File: config.mk
export PLATFORM = sky130hd
export DESIGN_NAME = conv3x3_mac_engine
export DESIGN_NICKNAME = d
export VERILOG_FILES = /design/src/rtl/conv3x3_mac_engine.sv
export SDC_FILE = /design/constraint.sdc
export NUM_CORES = 1
export LEC_CHECK = 0
export BUFFER_PORTS_ARGS = -buffer_cell sky130_fd_sc_hd__buf_4
export CAP_MARGIN = 0
export CORE_MARGIN = 2
export CORE_UTILIZATION = 40
export CTS_CLUSTER_SIZE = 12
export DETAILED_ROUTE_END_ITERATION = 7
export PLACE_DENSITY_LB_ADDON = 0.3
export SYNTH_ARGS = -nofsm -noshare
export SYNTH_HDL_FRONTEND = slang
export SYNTH_SLANG_ARGS = --single-unit
File: constraint.sdc
create_clock -name clk -period 5.8 [get_ports clk]
set_input_delay 1.16 -clock clk [delete_from_list [all_inputs] [get_ports clk]]
set_output_delay 1.16 -clock clk [all_outputs]
set_load 0.03 [all_outputs]
File: src/rtl/conv3x3_mac_engine.sv
// 2x2 valid cross-correlation of a 4x4 data tile with a 3x3 filter, computed
// with one shared multiplier-accumulator (one MAC per cycle, 36 MACs per run).
module conv3x3_mac_engine #(
  parameter int DATA_W = 8,
  parameter int ACC_W  = 20
) (
  input  logic              clk,
  input  logic              rst,
  input  logic              start,
  input  logic [DATA_W-1:0] a11,
  input  logic [DATA_W-1:0] a12,
  input  logic [DATA_W-1:0] a13,
  input  logic [DATA_W-1:0] a14,
  input  logic [DATA_W-1:0] a21,
  input  logic [DATA_W-1:0] a22,
  input  logic [DATA_W-1:0] a23,
  input  logic [DATA_W-1:0] a24,
  input  logic [DATA_W-1:0] a31,
  input  logic [DATA_W-1:0] a32,
  input  logic [DATA_W-1:0] a33,
  input  logic [DATA_W-1:0] a34,
  input  logic [DATA_W-1:0] a41,
  input  logic [DATA_W-1:0] a42,
  input  logic [DATA_W-1:0] a43,
  input  logic [DATA_W-1:0] a44,
  input  logic [DATA_W-1:0] b11,
  input  logic [DATA_W-1:0] b12,
  input  logic [DATA_W-1:0] b13,
  input  logic [DATA_W-1:0] b21,
  input  logic [DATA_W-1:0] b22,
  input  logic [DATA_W-1:0] b23,
  input  logic [DATA_W-1:0] b31,
  input  logic [DATA_W-1:0] b32,
  input  logic [DATA_W-1:0] b33,
  output logic              busy,
  output logic              done,
  output logic [ACC_W-1:0]  c11,
  output logic [ACC_W-1:0]  c12,
  output logic [ACC_W-1:0]  c21,
  output logic [ACC_W-1:0]  c22
);

  typedef enum logic {IDLE, CALC} state_t;

  state_t            state;
  logic [DATA_W-1:0] a_in [16];
  logic [DATA_W-1:0] b_in [9];
  logic [DATA_W-1:0] a_q  [16];
  logic [DATA_W-1:0] b_q  [9];
  logic [ACC_W-1:0]  res  [4];
  logic [ACC_W-1:0]  acc;
  logic [ACC_W-1:0]  acc_next;
  logic [1:0]        out_idx;
  logic [3:0]        tap;
  logic [1:0]        tap_i;
  logic [1:0]        tap_j;
  logic [1:0]        row;
  logic [1:0]        col;
  logic [DATA_W-1:0] op_a;
  logic [DATA_W-1:0] op_b;
  logic [2*DATA_W-1:0] prod;

  // Row-major flattening: data index = row*4 + col, filter index = row*3 + col.
  always_comb begin
    a_in[0]  = a11; a_in[1]  = a12; a_in[2]  = a13; a_in[3]  = a14;
    a_in[4]  = a21; a_in[5]  = a22; a_in[6]  = a23; a_in[7]  = a24;
    a_in[8]  = a31; a_in[9]  = a32; a_in[10] = a33; a_in[11] = a34;
    a_in[12] = a41; a_in[13] = a42; a_in[14] = a43; a_in[15] = a44;
    b_in[0]  = b11; b_in[1]  = b12; b_in[2]  = b13;
    b_in[3]  = b21; b_in[4]  = b22; b_in[5]  = b23;
    b_in[6]  = b31; b_in[7]  = b32; b_in[8]  = b33;
  end

  // NOTE: every signal driven here gets a default first, so no latch is inferred.
  always_comb begin
    tap_i = 2'd0;
    tap_j = 2'd0;
    case (tap)
      4'd1:    begin tap_i = 2'd0; tap_j = 2'd1; end
      4'd2:    begin tap_i = 2'd0; tap_j = 2'd2; end
      4'd3:    begin tap_i = 2'd1; tap_j = 2'd0; end
      4'd4:    begin tap_i = 2'd1; tap_j = 2'd1; end
      4'd5:    begin tap_i = 2'd1; tap_j = 2'd2; end
      4'd6:    begin tap_i = 2'd2; tap_j = 2'd0; end
      4'd7:    begin tap_i = 2'd2; tap_j = 2'd1; end
      4'd8:    begin tap_i = 2'd2; tap_j = 2'd2; end
      default: begin tap_i = 2'd0; tap_j = 2'd0; end
    endcase
  end

  // out_idx bit 1 selects the output row, bit 0 the output column.
  always_comb begin
    row      = {1'b0, out_idx[1]} + tap_i;
    col      = {1'b0, out_idx[0]} + tap_j;
    op_a     = a_q[{row, col}];
    op_b     = b_q[tap];
    prod     = op_a * op_b;
    acc_next = acc + ACC_W'(prod);
  end

  // NOTE: sequential state uses non-blocking assignments only.
  always_ff @(posedge clk) begin
    if (!rst) begin
      state   <= IDLE;
      busy    <= 1'b0;
      done    <= 1'b0;
      c11     <= '0;
      c12     <= '0;
      c21     <= '0;
      c22     <= '0;
      acc     <= '0;
      out_idx <= '0;
      tap     <= '0;
      // NOTE: the operand and result copies are small register files, so they
      // are cleared on reset like any other state; no RAM macro is implied.
      for (int k = 0; k < 16; k++) a_q[k] <= '0;
      for (int k = 0; k < 9; k++)  b_q[k] <= '0;
      for (int k = 0; k < 4; k++)  res[k] <= '0;
    end else begin
      done <= 1'b0;
      case (state)
        IDLE: begin
          if (start) begin
            a_q     <= a_in;
            b_q     <= b_in;
            acc     <= '0;
            out_idx <= '0;
            tap     <= '0;
            busy    <= 1'b1;
            state   <= CALC;
          end
        end
        CALC: begin
          if (tap == 4'd8) begin
            res[out_idx] <= acc_next;
            acc          <= '0;
            tap          <= '0;
            out_idx      <= out_idx + 2'd1;
            if (out_idx == 2'd3) begin
              // The last result bypasses res so all four outputs update together.
              c11   <= res[0];
              c12   <= res[1];
              c21   <= res[2];
              c22   <= acc_next;
              done  <= 1'b1;
              busy  <= 1'b0;
              state <= IDLE;
            end
          end else begin
            acc <= acc_next;
            tap <= tap + 4'd1;
          end
        end
        default: state <= IDLE;
      endcase
    end
  end

endmodule

==> run summary, run 1 <==
The final worst-path setup slack is -0.02166 ns. In the routed design, unresolved DRC markers number 0. By count the netlist is led by sky130_fd_sc_hd__nand2_1 (607), sky130_fd_sc_hd__dfxtp_1 (313), sky130_fd_sc_hd__a21oi_1 (289). For hold timing, the worst endpoint is b_q[40]. The floorplan step set the die height to 213.0 µm.

Clock-pin slew was measured on the worst setup and hold paths at 0.06 ns. Registers are responsible for 46.9% of the overall power. The startpoint identified for the worst register-to-register timing path is tap_j[0]. The number of endpoints with negative hold slack in the final report is 0.

The worst slew margin relative to its limit came out at 25.53%. Setup violations remaining at the end of the flow were counted as 4. The clock root buffer is sky130_fd_sc_hd__clkbuf_16.

The internal power of the cells totals 4.485 mW. In the synthesized netlist, the number of instances is 1978. The checks that failed: setup timing.

The net switching power came out at 1.433 mW. For this run the aggregate overflow at the end of global routing stands at 0. For this design the static power due to leakage is 9.203 nW. Before antenna repair, the detailed router went through 5 iterations.

Setup repair after global routing could not meet its margin everywhere. The number of hold buffers added after CTS was 0. The netlist uses 66 different library cells.

The nature of the critical path endpoint is a flip-flop. IR analysis of the VDD net gives a maximum drop of 196.5 µV. The minimum clock period came out at 5.822 ns. In this run, CTS created clock tree buffers numbering 40. After synthesis the cells add up to 17480 µm². The slew at the pin closest to its max-slew limit came out at 1.116 ns.

Relative to the synthesized area, the layout overhead comes to 29.12%. The slowest library cell on the worst path is sky130_fd_sc_hd__mux4_2. Walking the worst path, the cells encountered are ha_4 -> xnor2_4 -> buf_6 -> buf_12 -> buf_4 -> mux4_2 -> a22oi_2 -> nand2_2 -> and2_1 -> fa_1 -> fa_1 -> fa_1 -> inv_1 -> fa_1 -> inv_2 -> ha_4 -> a21oi_2 -> buf_4 -> a21oi_4 -> a21boi_2 -> xor2_2 -> nor2_1. The share of cells above drive strength 1 came out at 26.02%.

Of all nets on the critical path, the largest fanout is 8. The predominant post-synthesis flop cell is sky130_fd_sc_hd__dfxtp_1. The highest clock rate is 171.8 MHz.

The post-route core utilization is 52.38%. The largest clock skew in the final design is 0.02122 ns. In this run, the number of DRC markers left after iteration 0 of detailed routing was 1110. The pin count of the biggest net entering global routing came out at 202. The endpoint arrival time on the critical path is 6.08 ns.

The count of cells along the worst hold path is 2. For the worst setup path, the data required time is 6.06 ns. No sink is reached through more buffers than the 3 on the longest clock path. Summed over all layers, the routed wires come to 50.38 mm. The post-detailed-route via-to-cell ratio is 5.094. The starting utilization of the core area came out at 40.57%. The share of Yosys cell area claimed by the top area cell type came out at 35.85%. The CTS tree is yes. In this run switching power makes up 24.22% of total power. The detailed router placed 14733 vias in this run. For the worst-skew pair, the clock arrives at the later sink with an insertion delay of 0.55 ns. The count of flip-flops with a built-in enable after synthesis is 60. The run finished, with violations left. In this run the critical register-to-register path is captured at res[1][12]. The die area came out at 45380 µm². In the finished design, the share of the clock period the worst path needs comes to 100.4%. The top-level port count is 285. The number of pins with negative max-slew slack in the final report came out at 0. The wire-length estimate of the detail-placed layout is 35.55 mm. The total design power came out at 5.918 mW. The die boundary width came out at 213.0 µm.

The post-detailed-route count of antenna-violating nets is 0. In this run, synthesis produced a sequential element count of 373. Counting flops with an async set or reset pin after synthesis yields a share of 0%. The weighted congestion reported at the end of routability-driven placement came out at 0.8508.

The total power per unit cell area came out at 262.3 nW/µm². In the global route stage, overall resource usage came out at 22.05%. The launch point of the critical path is tap_j[0].

The setup slack of the most critical reg-to-reg path is -0.02 ns. The delay of the slowest cell on the worst path is 0.52 ns. The number of H-tree levels is 2.

The final layout contains 2584 nets. The port buffer count is 284. The startpoint of the most critical hold path is b_q[40]. After floorplanning, the core was divided into 76 placement rows. By instance count, the leading cell after synthesis is sky130_fd_sc_hd__nand2_1. The net count after synthesis came out at 2281. The number of clock sinks is 373. Combinational cells account for 11.4% of the total power. For this run, the number of Yosys warnings is 0. The number of maximum-capacitance violations is 0. By area the synthesized netlist is led by sky130_fd_sc_hd__dfxtp_1 (36%), sky130_fd_sc_hd__nand2_1 (13%), sky130_fd_sc_hd__edfxtp_1 (10%). The classification of the worst setup path is flip-flop to flip-flop. The initial antenna violation count was 0.

The first global-routing pass estimated 78.14 mm of wire. The average wire per cell in the routed design came out at 17.42 µm. Hold is met by 0.4513 ns. The synthesized area per cell came out at 8.836 µm². The number of fill cells in the layout came out at 4005. The placeable core region came out at 43080 µm². The largest area contributor in the synthesized netlist is sky130_fd_sc_hd__dfxtp_1. The most numerous cell type found on the critical path is sky130_fd_sc_hd__fa_1. The kind of path behind the tightest hold check is flip-flop to flip-flop. The number of global-route vias before repair came out at 14401. The number of cells on the worst reg-to-reg path is 22. The share of power burned in the clock network came out at 41.6%.

The sequential-to-total area share from yosys stat is 46.16%. The worst setup path is launched from a flip-flop.
-- worst max-delay path by stage --
| stage | end | slack (ns) |
|---|---|---|
| after floorplan | res[0][19] | 0.0004 |
| after global placement | res[2][12] | -0.20 |
| after detailed placement | res[1][12] | -0.29 |
| after CTS | res[1][12] | -0.02 |
| after global routing | res[1][12] | -0.22 |
| final | res[1][12] | -0.02 |
-- power groups by stage --
stage | sequential, mW | combinational [mW] | clock (mW)
finish | 2.78 | 0.677 | 2.46
global route | 2.79 | 0.741 | 2.61
CTS | 2.78 | 0.649 | 2.51
detailed placement | 2.83 | 0.618 | 0
global placement | 2.83 | 0.608 | 0
floorplan | 2.81 | 0.343 | 0
-- critical path: cells and delay by family (launching register included) --
family | cells | cell delay (ns)
DFF | 1 | 0.33
adders and majority gates | 6 | 2.34
AOI/OAI and AO/OA | 4 | 0.79
muxes | 1 | 0.52
and+or+nand+nor | 3 | 0.38
buffers and inverters | 6 | 0.70
xor gates and xnor gates | 2 | 0.49
-- cell type report --
class | instances | area [µm²] | area share (%)
Tap cell | 585 | 732.0 | 3.244
Clock inverter | 6 | 83.83 | 0.3715
Multi-Input combinational cell | 1369 | 9039 | 40.06
Timing Repair Buffer | 389 | 3074 | 13.62
Clock buffer | 61 | 1151 | 5.101
Sequential cell | 373 | 8070 | 35.76
Inverter | 108 | 412.9 | 1.830
Antenna cell | 1 | 2.502 | 0.01109
-- sequential cells by signal (all words and copies together), names as in the netlist --
| name | cells |
|---|---|
| a_q | 128 |
| acc | 20 |
| busy | 1 |
| b_q | 72 |
| done | 1 |
| tap_i | 2 |
| state | 1 |
| out_idx | 2 |
| c22 | 20 |
| tap_j | 2 |
| c12 | 20 |
| c21 | 20 |
| res | 60 |
| c11 | 20 |
| tap | 4 |
-- cell usage in the layout, fill, tap and decap left out, drive strengths merged, types with 3 or more instances in the layout --
cell type,synthesis,final
nand3,17,17
nor2,85,85
clkbuf,103,61
buf,22,388
nor2b,3,3
nand4,11,11
mux2i,9,9
and3,12,12
fa,50,50
a21o,8,8
nand2,613,613
nor4,4,4
a31oi,3,3
o21a,4,4
a21oi,289,289
o22ai,3,3
o211ai,8,8
ha,50,50
a22oi,21,21
xor2,8,8
mux4,48,48
or3,7,7
dfxtp,313,313
o31ai,3,3
o21ai,24,24
xnor2,7,7
a211oi,6,6
inv,108,110
nor3,8,8
and2,44,44
edfxtp,60,60
-- metal layers --
layer	vias up	part of all wire [%]	global-route usage, %	wire length [µm]
met2	489	48	37.45	24400
met4	0	2.5	6.993	1271
li1	7176	-	-	-
met3	69	6.2	3.854	3135
met1	6999	43	28.55	21570
met5	-	0	0	0
-- cells by family (layout without fill, tap and decap cells) --
kind of cell | Yosys count | after routing | synth area share, %
AND/OR/NAND/NOR | 812 | 812 | 19.12
AO/OA/AOI/OAI | 385 | 385 | 12.24
flip-flops | 373 | 373 | 46.16
buffers and inverters | 236 | 564 | 5.405
adder cells (fa/ha/maj) | 100 | 100 | 9.307
multiplexers | 57 | 57 | 6.973
XOR/XNOR | 15 | 15 | 0.7947
other | 0 | 1 | 0
-- repair_timing --
item / 4_1_cts / 5_1_grt
cloned: 1 / 0
setup endpoints to repair: 54 / 69
endpoints found under the hold margin: 0 / 0
resized for setup: 74 / 70
buffers inserted: 11 / 8
pin swaps: 30 / 34
-- stage by stage --
| step | cell area, µm² | TNS (ns) | setup WS (ns) | instances |
|---|---|---|---|---|
| after floorplan | 17480 | 0 | 0.0004370 | 1978 |
| after global placement | 20590 | -2.656 | -0.1970 | 2807 |
| after detailed placement | 20590 | -5.460 | -0.2890 | 2807 |
| after CTS | 22230 | -0.1407 | -0.02258 | 2886 |
| after global routing | 22560 | -6.878 | -0.2213 | 2891 |
| final | 22570 | -0.04230 | -0.02166 | 2892 |
Power figures use the tool's default switching activity.
==> run 2: changes to the inputs <==
--- a/config.mk
+++ b/config.mk
@@ -9,6 +9,7 @@
 export CAP_MARGIN = 0
 export CORE_MARGIN = 2
 export CORE_UTILIZATION = 40
+export CTS_BUF_LIST = sky130_fd_sc_hd__clkbuf_4
 export CTS_CLUSTER_SIZE = 12
 export DETAILED_ROUTE_END_ITERATION = 7
 export PLACE_DENSITY_LB_ADDON = 0.3
==> run 2 against run 1 <==
- the flow now finishes without violations
- routed wire length is essentially flat
- first-iteration DRC count increased by 3.0%
- global-route usage grew 0.050 points
- critical path type unchanged
==> run summary, run 2 (same netlist as run 1, synthesis figures left out) <==
Run status: complete, no violations (was complete, but fails checks). The cell with the most instances on the worst path is sky130_fd_sc_hd__fa_1 (unchanged). The post-detailed-route count of antenna-violating nets is 0 (unchanged). The setup TNS after final layout came out at 0 ns (was -0.04230 ns). The number of pins with negative max-slew slack in the final report is 0 (unchanged).

The slowest library cell on the worst path was sky130_fd_sc_hd__mux4_1 (was sky130_fd_sc_hd__mux4_2). The worst hold margin came out at 0.4516 ns (was 0.4513 ns). The synthesis-to-finish area growth came out at 28.42% (was 29.12%). Most used cells in the layout excluding fill and tap cells: sky130_fd_sc_hd__nand2_1 (598), sky130_fd_sc_hd__buf_4 (367), sky130_fd_sc_hd__dfxtp_1 (311) (was sky130_fd_sc_hd__nand2_1 (597), sky130_fd_sc_hd__buf_4 (371), sky130_fd_sc_hd__dfxtp_1 (311)).

The peak supply drop came to 163.3 µV (was 196.5 µV). The fraction of power spent switching nets is 25.69% (was 24.22%). The highest clock rate is 173.3 MHz (was 171.8 MHz). The number of endpoints with negative hold slack in the final report is 0 (unchanged).

The clock network latency to the later pin of the worst-skew pair is 0.80 ns (was 0.55 ns). The maximum fanout along the worst path is 8 (unchanged). The starting utilization of the core area is 40.57% (unchanged).

The average wire per cell in the routed design is 16.84 µm (was 17.42 µm). The largest clock skew in the final design is 0.05012 ns (was 0.02122 ns). The share of cells above drive strength 1 came out at 28.51% (was 26.02%).

The post-route core utilization came to 52.10% (was 52.38%). The classification of the worst setup path is flip-flop to flip-flop (unchanged). The initial antenna violation count is 1 (was 0).

The iteration-0 DRC count of the detailed router is 1143 (was 1110). The delay of the slowest cell on the worst path came out at 0.61 ns (was 0.52 ns). The sequential cell fraction of total power was 48.1% (was 46.9%). The type of element launching the critical path was a flip-flop (unchanged). The global-route wire length before repair came out at 78.42 mm (was 78.14 mm). The launch point of the critical path is out_idx[0] (was tap_j[0]). The number of core rows came out at 76 (unchanged).

The startpoint of the worst-slack reg-to-reg timing path was out_idx[0] (was tap_j[0]). The number of clock sinks is 373 (unchanged). The worst slew margin relative to its limit is 29.06% (was 25.53%). The minimum clock period came out at 5.771 ns (was 5.822 ns). The number of fill cells in the layout is 4071 (was 4005). The placement-stage worst setup slack came out at -0.2890 ns (unchanged). The slew at the pin closest to its max-slew limit came out at 1.061 ns (was 1.116 ns).

The CTS clock-pin slew for the worst setup and hold paths came out at 0.07 ns (was 0.06 ns). The total power per unit cell area came to 257.2 nW/µm² (was 262.3 nW/µm²). The placeable core region came out at 43080 µm² (unchanged). The post-detailed-route via-to-cell ratio is 5.036 (was 5.094). The share of power burned in the clock network came to 40.4% (was 41.6%).

RSZ-0062 raised after global routing: true (unchanged). The combinational power share was 11.5% (was 11.4%). The detailed-routing iteration count for the pre-antenna-repair pass is 6 (was 5). The number of nets in the finished design is 2635 (was 2584).

The area of the multi-input gates came out at 8929 µm² (was 9039 µm²). The number of global-route vias before repair was 14858 (was 14401). The startpoint of the most critical hold path is b_q[40] (unchanged). The total design power came to 5.773 mW (was 5.918 mW). The die boundary height came out at 213.0 µm (unchanged).

The port buffer count is 284 (unchanged). The internal power summed over all cells is 4.290 mW (was 4.485 mW). The number of setup violations in the final report is 0 (was 4). The leakage power of the design came out at 9.299 nW (was 9.203 nW).

The net switching power is 1.483 mW (was 1.433 mW). The clock root buffer was sky130_fd_sc_hd__clkbuf_4 (was sky130_fd_sc_hd__clkbuf_16). The weighted congestion reported at the end of routability-driven placement came out at 0.8508 (unchanged). The register with the most flip-flops is a_q (unchanged). The number of buffers on the longest clock path is 3 (unchanged). The via count came out at 15059 (was 14733). The combined global-route utilization of all metal layers came to 22.10% (was 22.05%). The final worst-path setup slack came out at 0.02885 ns (was -0.02166 ns).

The HPWL after detailed placement came out at 35.55 mm (unchanged). The period utilization came out at 99.50% (was 100.4%). The number of maximum-capacitance violations came out at 0 (unchanged).

The flip-flop count of the largest register, all copies and words added is 128 (unchanged). The top-level port count came out at 285 (unchanged). Largest registers: a_q x128, b_q x72, res x60 (unchanged).

The nature of the critical path endpoint is a flip-flop (unchanged). The TritonCTS buffer count came out at 98 (was 40). The CTS tree is yes (unchanged). The die area is 45380 µm² (unchanged). The die boundary width is 213.0 µm (unchanged). The endpoint arrival time on the critical path is 6.25 ns (was 6.08 ns).

The kind of path behind the tightest hold check is flip-flop to flip-flop (unchanged). The total length of routed wires is 50.35 mm (was 50.38 mm). The number of H-tree levels came out at 3 (was 2). The most frequent standard cell in the layout excluding fill and tap cells is sky130_fd_sc_hd__nand2_1 (unchanged). The required arrival time at the worst endpoint came to 6.28 ns (was 6.06 ns). The pin count of the biggest net entering global routing is 202 (unchanged). The aggregate global routing overflow is 0 (unchanged). Critical path, cell by cell: ha_4 -> xnor2_4 -> buf_12 -> mux4_1 -> a22oi_2 -> nand2_2 -> and2_1 -> fa_1 -> fa_1 -> inv_1 -> fa_1 -> fa_1 -> inv_2 -> ha_4 -> a21oi_4 -> nand2_2 -> a211oi_4 -> buf_4 -> xor2_2 -> buf_4 -> nor2_1 (was ha_4 -> xnor2_4 -> buf_6 -> buf_12 -> buf_4 -> mux4_2 -> a22oi_2 -> nand2_2 -> and2_1 -> fa_1 -> fa_1 -> fa_1 -> inv_1 -> fa_1 -> inv_2 -> ha_4 -> a21oi_2 -> buf_4 -> a21oi_4 -> a21boi_2 -> xor2_2 -> nor2_1).

The number of remaining DRC errors is 0 (unchanged). The sequential cell area in the final layout came to 8070 µm² (unchanged).
[run 2: changes by cell type in the layout (fill, tap and decap cells not counted), sizes merged]
cell and delta:
clkbuf +91, clkinv +14, buf -7, bufbuf -1
clkinvlp +1, diode +1, inv -1
[run 2: cell type report]
cell class | instances | share of cell area [%]
antenna | 2 | 0.02230
clock buffer | 151 | 5.051
clock inverter | 20 | 0.6411
inverter | 108 | 1.840
multi-input combinational | 1369 | 39.78
sequential | 373 | 35.96
tap | 585 | 3.261
timing repair buffer | 382 | 13.44
[run 2: critical path, delay by kind of cell (launching register included)]
kind | cells | cell delay [ns]
compound gates | 3 | 0.75
flops | 1 | 0.33
mux | 1 | 0.61
buf+inv | 5 | 0.65
xor+xnor | 2 | 0.41
simple gates | 4 | 0.44
fa+ha+maj | 6 | 2.27
[run 2: power by group through the flow]
stage                     combinational, mW  clock (mW)  sequential, mW
after detailed placement              0.618           0            2.83
after CTS                             0.642        2.39            2.77
final                                 0.664        2.33            2.78
after global placement                0.608           0            2.83
after global routing                  0.726        2.53            2.78
after floorplan                       0.343           0            2.81
[run 2: worst paths after layout]
kind,endpoint,slack (ns),cells past startpoint
setup / recovery,res[1][11],0.03,21
hold / removal,b_q[40],0.45,2
setup reg to reg,res[1][11],0.03,21
hold reg to reg,b_q[40],0.45,2
[run 2: metal layers]
metal / track usage (%) / wire, µm
met1: 27.95 / 21690
met2: 37.07 / 24180
met3: 4.574 / 3143
met4: 8.536 / 1339
met5: 0 / 0
[run 2: through the flow]
step / instances / instance area, µm²
detailed placement: 2807 / 20590
floorplan: 1978 / 17480
finish: 2990 / 22440
global placement: 2807 / 20590
CTS: 2983 / 22170
global route: 2989 / 22440
[run 2: repair_timing]
item	in CTS	in global routing
resized for setup	53	63
cloned	1	1
setup buffers	4	5
hold buffers	0	0
pin swaps	20	28
endpoints found under the setup margin	53	66
==> run 3: changes to the inputs <==
--- a/config.mk
+++ b/config.mk
@@ -8,7 +8,7 @@
 export BUFFER_PORTS_ARGS = -buffer_cell sky130_fd_sc_hd__buf_4
 export CAP_MARGIN = 0
 export CORE_MARGIN = 2
-export CORE_UTILIZATION = 40
+export CORE_UTILIZATION = 59
 export CTS_BUF_LIST = sky130_fd_sc_hd__clkbuf_4
 export CTS_CLUSTER_SIZE = 12
 export DETAILED_ROUTE_END_ITERATION = 7
==> constraint.sdc (replaced) <==
create_clock -name clk -period 6.4 [get_ports clk]
set_input_delay 1.28 -clock clk [delete_from_list [all_inputs] [get_ports clk]]
set_output_delay 1.28 -clock clk [all_outputs]
set_load 0.03 [all_outputs]
==> run 3 against run 2 <==
- worst setup slack gained 0.27 ns
- highest routed layer unchanged
- utilization is 20 points higher
- die area shrank 32%
- routed wire length fell by 5.4%
- count of clock-buffer cells in the layout down 23
- sequential share of layout area rose by 2.2 points
- via count hardly changed
- register-to-register slack improved by 0.27 ns
- flip-flop and latch count unchanged
- sequential power fell by 9.4%
- fmax down 5.4%
- largest cell class unchanged
- combinational power shrank 18%
- critical endpoint is now res[2][18]
==> run summary, run 3 (same netlist as run 1, synthesis figures left out) <==
The pin count of the biggest net entering global routing came to 202 (unchanged). The number of buffers on the longest clock path came out at 3 (unchanged). The most frequent standard cell in the layout excluding fill and tap cells is sky130_fd_sc_hd__nand2_1 (unchanged). The internal power summed over all cells is 3.631 mW (was 4.290 mW). The net switching power came out at 1.317 mW (was 1.483 mW). The global-route wire length before repair is 75.25 mm (was 78.42 mm). The clock root buffer is sky130_fd_sc_hd__clkbuf_4 (unchanged). The die boundary width was 176.1 µm (was 213.0 µm). The TritonCTS buffer count is 92 (was 98). The combinational power share is 10.9% (was 11.5%). The fraction of power spent switching nets came out at 26.62% (was 25.69%). The delay of the slowest cell on the worst path came out at 0.53 ns (was 0.61 ns). The HPWL after detailed placement came out at 34.32 mm (was 35.55 mm). The share of cells above drive strength 1 came to 22.98% (was 28.51%). The nature of the critical path endpoint is a flip-flop (unchanged). The share of power burned in the clock network is 38.2% (was 40.4%). The number of cells on the worst reg-to-reg path is 21 (unchanged).

The cell with the most instances on the worst path was sky130_fd_sc_hd__fa_1 (unchanged). The sequential cell fraction of total power came out at 50.9% (was 48.1%). The synthesis-to-finish area growth is 21.08% (was 28.42%). Largest registers: a_q x128, b_q x72, res x60 (unchanged).

The starting utilization of the core area is 59.44% (was 40.57%). The iteration-0 DRC count of the detailed router came out at 1061 (was 1143). The total length of routed wires came out at 47.64 mm (was 50.35 mm). The port buffer count is 284 (unchanged). The number of H-tree levels came out at 3 (unchanged). The post-detailed-route count of antenna-violating nets is 0 (unchanged).

The number of setup violations in the final report was 0 (unchanged). The register with the most flip-flops is a_q (unchanged). The number of nets in the finished design was 2574 (was 2635).

The total cell area at the placement stage is 19940 µm² (was 20590 µm²). The setup TNS after final layout came out at 0 ns (unchanged). The number of global-route vias before repair was 15041 (was 14858). The kind of path behind the tightest hold check is flip-flop to flip-flop (unchanged). The number of maximum-capacitance violations was 0 (unchanged).

The initial antenna violation count came out at 1 (unchanged). The average wire per cell in the routed design is 17.46 µm (was 16.84 µm). The count of cells along the worst hold path is 2 (unchanged). The endpoint arrival time on the critical path is 6.53 ns (was 6.25 ns).

The summed area of non-filler cells in the final layout is 21160 µm² (was 22440 µm²). The CTS clock-pin slew for the worst setup and hold paths came out at 0.06 ns (was 0.07 ns). The detailed-routing iteration count for the pre-antenna-repair pass came out at 5 (was 6). The minimum clock period came out at 6.104 ns (was 5.771 ns). The weighted congestion reported at the end of routability-driven placement came to 0.9623 (was 0.8508). The post-detailed-route via-to-cell ratio came out at 5.518 (was 5.036). Run status: complete, no violations (unchanged). The number of pins with negative max-slew slack in the final report is 0 (unchanged). The clock network latency to the later pin of the worst-skew pair is 0.74 ns (was 0.80 ns).

The CTS tree is yes (unchanged). The via count was 15052 (was 15059). The total power per unit cell area came to 233.8 nW/µm² (was 257.2 nW/µm²).

The leakage power of the design is 8.906 nW (was 9.299 nW). The combined global-route utilization of all metal layers is 30.76% (was 22.10%). The flip-flop count of the largest register, all copies and words added came out at 128 (unchanged). The slew at the pin closest to its max-slew limit came out at 1.107 ns (was 1.061 ns).

The die area came out at 31010 µm² (was 45380 µm²). The die boundary height came out at 176.1 µm (was 213.0 µm). RSZ-0062 raised after global routing: false (was true). The required arrival time at the worst endpoint is 6.83 ns (was 6.28 ns).

The largest clock skew in the final design is 0.04696 ns (was 0.05012 ns). The aggregate global routing overflow came out at 0 (unchanged). The type of element launching the critical path is a flip-flop (unchanged).

The top-level port count is 285 (unchanged). The worst slew margin relative to its limit is 26.17% (was 29.06%). The highest clock rate is 163.8 MHz (was 173.3 MHz). The placeable core region is 29400 µm² (was 43080 µm²). The maximum fanout along the worst path was 15 (was 8).

The peak supply drop was 144.7 µV (was 163.3 µV). The number of clock sinks was 373 (unchanged). The period utilization is 95.37% (was 99.50%).

Most used cells in the layout excluding fill and tap cells: sky130_fd_sc_hd__nand2_1 (604), sky130_fd_sc_hd__buf_4 (323), sky130_fd_sc_hd__dfxtp_1 (313) (was sky130_fd_sc_hd__nand2_1 (598), sky130_fd_sc_hd__buf_4 (367), sky130_fd_sc_hd__dfxtp_1 (311)). Critical path, cell by cell: ha_1 -> xnor2_4 -> buf_12 -> mux4_2 -> a22oi_1 -> nand2_2 -> and2_1 -> fa_1 -> fa_1 -> inv_1 -> fa_1 -> fa_1 -> inv_1 -> ha_1 -> and3_2 -> nand3_1 -> a211oi_2 -> buf_4 -> nor2_2 -> xor2_2 -> nor2_1 (was ha_4 -> xnor2_4 -> buf_12 -> mux4_1 -> a22oi_2 -> nand2_2 -> and2_1 -> fa_1 -> fa_1 -> inv_1 -> fa_1 -> fa_1 -> inv_2 -> ha_4 -> a21oi_4 -> nand2_2 -> a211oi_4 -> buf_4 -> xor2_2 -> buf_4 -> nor2_1). The number of endpoints with negative hold slack in the final report was 0 (unchanged). The classification of the worst setup path is flip-flop to flip-flop (unchanged). The number of buffers inserted for hold repair after clock tree synthesis is 0 (unchanged). The slowest library cell on the worst path is sky130_fd_sc_hd__fa_1 (was sky130_fd_sc_hd__mux4_1). The setup slack of the most critical reg-to-reg path is 0.30 ns (was 0.03 ns). The number of remaining DRC errors is 0 (unchanged). The number of core rows was 63 (was 76).
## run 3: power by group through the flow
stage	clock network [mW]	registers (mW)	logic, mW
6_report	1.89	2.52	0.542
4_1_cts	1.91	2.52	0.535
3_5_place_dp	0	2.57	0.533
3_3_place_gp	0	2.57	0.522
2_1_floorplan	0	2.55	0.311
5_1_grt	2.03	2.53	0.592
## run 3: stage by stage
stage	hold WS (ns)	setup WS [ns]	instances	power, mW	utilization (%)
finish	0.4531	0.2965	2728	4.948	71.97
global route	0.4660	0.004516	2728	5.153	71.97
CTS	0.4533	0.009458	2724	4.967	71.59
detailed placement	0.4447	0.01745	2564	3.104	67.80
global placement	0.4392	0.05372	2564	3.089	67.80
floorplan	0.4315	0.5515	1978	2.859	-
## run 3: worst max-delay path, delay by kind of cell (launching register included)
family | cells | cell delay (ns)
adders and majority gates | 6 | 2.64
and+or+nand+nor | 6 | 0.90
AOI/OAI and AO/OA | 2 | 0.53
muxes | 1 | 0.52
buffers and inverters | 4 | 0.49
xor gates and xnor gates | 2 | 0.43
DFF | 1 | 0.31
## run 3: routing by layer
| metal | track usage, % | up-vias | part of all wire [%] |
|---|---|---|---|
| li1 | - | 7204 | - |
| met1 | 37.70 | 7101 | 39 |
| met2 | 53.77 | 635 | 50 |
| met3 | 5.189 | 112 | 7.0 |
| met4 | 13.02 | 0 | 3.5 |
| met5 | 0 | - | 0 |
## run 3: path summary, 6_finish.rpt
path	startpoint	endpoint
worst max-delay path	out_idx[0]	res[2][18]
worst min-delay path	b_q[42]	b_q[42]
worst max register to register	out_idx[0]	res[2][18]
worst min register to register	b_q[42]	b_q[42]
## run 3: what timing repair did
item                                    in CTS  in global routing
endpoints found under the setup margin       0                 34
gates resized for setup                      0                 18
hold endpoints to repair                     0                  0
setup buffers                                0                  3
## run 3: area by class of cell
cell class	instances	area, µm²
diodes	1	2.502
clock buffers	128	960.9
clock inverters	32	151.4
fillers	2252	8240
inverters	108	412.9
multi-input cells	1369	8582
flip-flops and latches	373	8068
well taps	390	488.0
repair buffers	327	2496
